--- src/rtl/conv_decoder.sv ---
// Hard-decision Viterbi decoder for the K=3, rate-1/2 (g0=111, g1=101) code.
// Takes one 32-bit codeword (14 message bits + 2 zero tail bits). It runs 16
// add-compare-select steps and then 16 traceback steps. The result is then
// presented for one cycle on out_valid.
module conv_decoder (
  input  logic        clk,
  input  logic        rst_n,
  input  logic        in_valid,
  input  logic [31:0] code_in,
  output logic        in_ready,
  output logic        out_valid,
  output logic [13:0] msg_out,
  output logic [5:0]  err_metric
);

  typedef enum logic [1:0] {ST_IDLE, ST_ACS, ST_TB, ST_DONE} state_t;

  state_t      state, state_nxt;
  logic [3:0]  step;          // trellis step during ACS, traceback count during TB
  logic [31:0] code_q;        // received word, shifted left two bits per ACS step
  logic [1:0]  rx;            // received {g0,g1} pair for the current step
  logic [5:0]  pm [4];        // path metrics indexed by encoder state {s1,s0}
  logic [5:0]  pm_nxt [4];
  logic [5:0]  cand0 [4];     // candidate via predecessor {s1,0}
  logic [5:0]  cand1 [4];     // candidate via predecessor {s1,1}
  logic [3:0]  dec_nxt;       // per-state survivor decision for this step
  logic [3:0]  surv [16];     // survivor decisions, one row per trellis step
  logic [1:0]  tb_state;      // encoder state being traced back
  logic [3:0]  tb_idx;
  logic        tb_dec;
  logic [12:0] bits;          // traceback bits collected so far, newest at the top
  logic        last_step;

  assign rx        = code_q[31:30];
  assign last_step = (step == 4'd15);
  assign tb_idx    = ~step;   // traceback walks from step 15 down to 0
  assign tb_dec    = surv[tb_idx][tb_state];

  // Saturating add; only unreachable start states ever hit the ceiling.
  function automatic logic [5:0] sat_add(input logic [5:0] a, input logic [1:0] b);
    logic [6:0] s;
    s = {1'b0, a} + {5'b0, b};
    return s[6] ? 6'd63 : s[5:0];
  endfunction

  // Hamming distance between the received pair and a branch's {g0,g1}.
  function automatic logic [1:0] bmet(input logic [1:0] r, input logic u,
                                      input logic s1, input logic s0);
    logic g0, g1;
    g0 = u ^ s1 ^ s0;
    g1 = u ^ s0;
    return {1'b0, r[1] ^ g0} + {1'b0, r[0] ^ g1};
  endfunction

  // State register
  // NOTE: clocked state uses non-blocking assignments so every register samples pre-edge values.
  always_ff @(posedge clk or negedge rst_n) begin
    if (!rst_n) state <= ST_IDLE;
    else        state <= state_nxt;
  end

  // Next-state logic
  // NOTE: state_nxt gets a default before the case so no path can infer a latch.
  always_comb begin
    state_nxt = state;
    case (state)
      ST_IDLE: if (in_valid)  state_nxt = ST_ACS;
      ST_ACS:  if (last_step) state_nxt = ST_TB;
      ST_TB:   if (last_step) state_nxt = ST_DONE;
      default:                state_nxt = ST_IDLE;
    endcase
  end

  // Handshake outputs decoded from the state
  always_comb begin
    in_ready  = (state == ST_IDLE);
    out_valid = (state == ST_DONE);
  end

  // Add-compare-select for each next state n = {u,s1}; ties keep predecessor s0=0
  always_comb begin
    for (int n = 0; n < 4; n++) begin
      cand0[n]   = sat_add(pm[{n[0], 1'b0}], bmet(rx, n[1], n[0], 1'b0));
      cand1[n]   = sat_add(pm[{n[0], 1'b1}], bmet(rx, n[1], n[0], 1'b1));
      dec_nxt[n] = (cand1[n] < cand0[n]);
      pm_nxt[n]  = dec_nxt[n] ? cand1[n] : cand0[n];
    end
  end

  // Datapath: word capture, metric update, traceback walk and result latch
  always_ff @(posedge clk or negedge rst_n) begin
    if (!rst_n) begin
      step       <= '0;
      code_q     <= '0;
      tb_state   <= '0;
      bits       <= '0;
      msg_out    <= '0;
      err_metric <= '0;
      for (int i = 0; i < 4; i++) pm[i] <= '0;
    end else begin
      case (state)
        ST_IDLE: begin
          if (in_valid) begin
            code_q <= code_in;
            step   <= '0;
            pm[0]  <= 6'd0;
            pm[1]  <= 6'd63;
            pm[2]  <= 6'd63;
            pm[3]  <= 6'd63;
          end
        end
        ST_ACS: begin
          code_q <= code_q << 2;
          step   <= step + 4'd1;
          for (int i = 0; i < 4; i++) pm[i] <= pm_nxt[i];
          if (last_step) tb_state <= 2'b00;   // the tail forces the end state to 0
        end
        ST_TB: begin
          step     <= step + 4'd1;
          tb_state <= {tb_state[0], tb_dec};
          bits     <= {tb_state[1], bits[12:1]};
          if (last_step) begin
            // The final decoded bit belongs to step 0; tail bits have been shifted out.
            msg_out    <= {tb_state[1], bits};
            err_metric <= pm[0];
          end
        end
        default: ;
      endcase
    end
  end

  // Survivor memory written once per ACS step
  // NOTE: no reset here; every row is rewritten during ACS before traceback reads it.
  always_ff @(posedge clk) begin
    if (state == ST_ACS) surv[step] <= dec_nxt;
  end

endmodule

--- config.mk ---
export PLATFORM = sky130hd
export DESIGN_NAME = conv_decoder
export DESIGN_NICKNAME = d
export VERILOG_FILES = /design/src/rtl/conv_decoder.sv
export SDC_FILE = /design/constraint.sdc
export NUM_CORES = 1
export LEC_CHECK = 0
export CAP_MARGIN = 20
export CELL_PAD_IN_SITES_DETAIL_PLACEMENT = 1
export CELL_PAD_IN_SITES_GLOBAL_PLACEMENT = 1
export CORE_MARGIN = 2
export CORE_UTILIZATION = 48
export DETAILED_ROUTE_END_ITERATION = 6
export GPL_ROUTABILITY_DRIVEN = 1
export PLACE_DENSITY_LB_ADDON = 0.1
export SKIP_CTS_REPAIR_TIMING = 1
export SLEW_MARGIN = 20
export SYNTH_ARGS = -nofsm -noshare
export SYNTH_HDL_FRONTEND = slang
export SYNTH_SLANG_ARGS = --single-unit
--- constraint.sdc ---
create_clock -name clk -period 4.75 [get_ports clk]
set_clock_uncertainty 0.2 [all_clocks]
set_input_delay 0.7125 -clock clk [delete_from_list [all_inputs] [get_ports clk]]
set_output_delay 0.7125 -clock clk [all_outputs]
set_load 0.01 [all_outputs]
==> run metrics <==
top-area cell type share of the netlist area between 20% and 30%; Residual DRC 0; Post-DRT Antenna Nets 0; max incr delay on CP between 0.4 and 0.5 ns; nets@finish about 950; layout cells sized above 1 around 14%; number of enable flip-flop cells after synthesis 64; router iterations before antenna repair 6; final std cell area, no fill 0.01056 mm^2; vias in the first global route 7097; insertion delay to the later sink of the worst-skew pair between 0.4 and 0.5 ns; first-pass GRT wire length 38830 um; synth top area cells dfrtp_1 26%, edfxtp_1 21%, ha_1 6.1%, mux2_2 5.7%, mux2i_1 5.4%; Final Non-Filler Cells ~1.1k; slowest cell on the critical path dfrtp_1; FMAX between 200 and 250 MHz; maximum root-to-sink buffer count 2; routed len/inst ~22 um; Worst-Margin Slew ~1.0 ns; Die Height about 140 um; gr ovfl total 0; Synth top cells by count 97 x dfrtp_1, 86 x nand2_1, 64 x edfxtp_1, 56 x o21ai_0, 49 x mux2i_1; #FFs+latches synth approximately 160; CTS tree built; # port buffers 56; Mapped Area between 0.009 and 0.01 mm^2; CTS H-tree lvls 4; CP Cell Sequence inv_1 -> ha_1 -> ha_1 -> nor2b_1 -> o21ai_0 -> and2_1 -> nor2_1 -> mux2i_1 -> inv_1 -> ha_1 -> and4_1 -> o21ai_0 -> o31ai_4 -> or2_2 -> inv_2 -> a311o_1; GRT Overall Usage 24.79%; Syn Area/Cell approximately 11 um^2; Util after Layout a little under three fifths; leakage between 4 and 5 nW; Chip Width 142.2 um; HP Class primary input to asynchronous set/reset pin; clock slew at reported path FFs around 0.070 ns; TritonCTS Buffers 17; max cap viols 0; Cells after DPL ~1.1k; Final setup viols 0; Synth area leader dfrtp_1; Netlist cell types just under 80; WP data arrival 4.53 ns; Core ar. between 0.015 and 0.02 mm^2; largest net degree at the start of global routing 77; maximum vdd ir drop ~0.00062 V; synthesized instance count between 800 and 900; critical path peak fanout 19; FFs w/ async S/R, synth between 60% and 70%; CP delay by family, top compound AO/OA/AOI/OAI gates; Hold WS between 0.2 and 0.25 ns; sequential share of the synthesized area 47.44%; RSZ-0062 raised after global routing false; required time worst endpoint ~4.9 ns; Synthesized Nets 908; die area between 0.02 and 0.025 mm^2; DP Area between 0.009 and 0.01 mm^2; status finished, final reports clean; Slew Limit Headroom around a third; top_reg_cell synth dfrtp_1; crit start category register; CP Capture Type register; Ports 57; Ys Warns 0; register area between 0.004 and 0.005 mm^2; period utilization 93.23%; Multi-input gate area approximately 0.0046 mm^2; sum of negative setup slack 0 ns; Initial Utilization approximately half; Buffers & Inverters on Critical Path 3; Final GP Congestion about 0.94; Antenna diodes 0; DPL Wire Length about 18000 um; area delta synth->final 15.23%; fillers between 1.5k and 2k; minimum clock period roughly 4.4 ns; Pwr Density 812.3 mW/mm^2; max-slew violations 0; drt via density 6.039; TritonCTS Sinks about 160; final WL around 24000 um; Crit Path Category register to register; most common cell in the synthesized netlist dfrtp_1; final hold vios 0; Via Count roughly 6.8k; clock root cell clkbuf_16; most used cell, CP ha_1; # rows 50; antenna violations before repair 0; starting DRC count in detailed routing roughly 360
cell type report:
type	count	share of cell area, %
multi-input cells	602	43.08
repair buffers	68	6.135
well taps	234	2.772
clock buffers	20	4.536
inverters	24	0.8883
flip-flops and latches	161	41.17
clock inverters	12	1.421
layer usage:
layer / global-route usage (%) / share of wire [%] / up-vias
met1: 33.17 / 46 / 3443
li1: - / - / 3173
met3: 3.701 / 2.7 / 27
met4: 6.421 / 1.5 / 0
met5: 0 / 0 / -
met2: 42.41 / 50 / 127
registers in the layout, summed over array words and instances, names as in the netlist:
name / flops
surv: 64
code_q: 32
pm: 24
msg_out: 14
bits: 13
err_metric: 6
step: 4
state: 2
tb_state: 2
final timing paths:
check                           startpoint     endpoint  slack, ns  cells after the start
worst max-delay path            code_q[30]       pm[23]       0.32                     16
worst min-delay path                 rst_n  tb_state[0]       0.24                      1
worst max register to register  code_q[30]       pm[23]       0.32                     16
worst min register to register  code_q[29]   code_q[29]       0.28                      2
max in group asynchronous            rst_n        pm[6]       3.24                      2
min in group clk                code_q[29]   code_q[29]       0.28                      2
where the power goes:
part | internal [mW] | leakage, nW | total (mW) | switching (mW)
logic | 1.82 | 2.15 | 4.67 | 2.85
registers | 2.07 | 1.78 | 2.44 | 0.370
clock network | 0.858 | 0.312 | 1.47 | 0.616
total | 4.75 | 4.25 | 8.58 | 3.83
worst reg2reg max path: cells and delay by family (launching register included):
family / cells / cell delay, ns
AO/OA/AOI/OAI: 4 / 1.20
adder cells (fa/ha/maj): 3 / 0.94
buffers and inverters: 3 / 0.36
flip-flops: 1 / 0.45
multiplexers: 1 / 0.31
AND/OR/NAND/NOR: 5 / 0.85
cell families after synthesis:
| kind of cell | after synthesis | share of synthesized area, % |
|---|---|---|
| buffers and inverters | 65 | 3.166 |
| AND/OR/NAND/NOR | 234 | 12.39 |
| flip-flops | 161 | 47.44 |
| XOR/XNOR | 18 | 1.883 |
| adder cells (fa/ha/maj) | 45 | 6.142 |
| multiplexers | 107 | 13.74 |
| AO/OA/AOI/OAI | 198 | 15.23 |
stage by stage:
step	power [mW]	setup slack, ns
after global routing	9.218	0.02652
after CTS	8.508	0.07393
after floorplan	5.731	0.9663
after detailed placement	6.998	0.09804
final	8.582	0.3216
after global placement	6.681	0.4991
placed cells by master, fill, tap and decap left out, types with 5 or more instances in the layout:
cell type,netlist,routed
xnor2_1,9,9
and3_1,17,17
clkdlybuf4s50_1,0,55
dfrtp_1,97,97
inv_6,0,7
nor2_1,45,45
nor2b_1,14,14
inv_1,23,22
xor2_1,7,7
o21ai_0,56,56
nand3b_1,7,7
clkbuf_16,0,19
nand2b_1,11,11
a21oi_1,25,24
a211oi_1,6,6
nand2_1,86,86
mux4_2,10,10
mux2i_1,49,49
nand4_1,7,7
edfxtp_1,64,64
mux2_2,46,46
o211a_1,5,5
a31oi_1,9,9
nand3_1,13,13
a21o_1,12,12
o211ai_1,17,17
ha_1,45,44
buf_4,6,13
nor3_1,11,11
o21a_1,9,8
(Power assumes the default switching activity.)
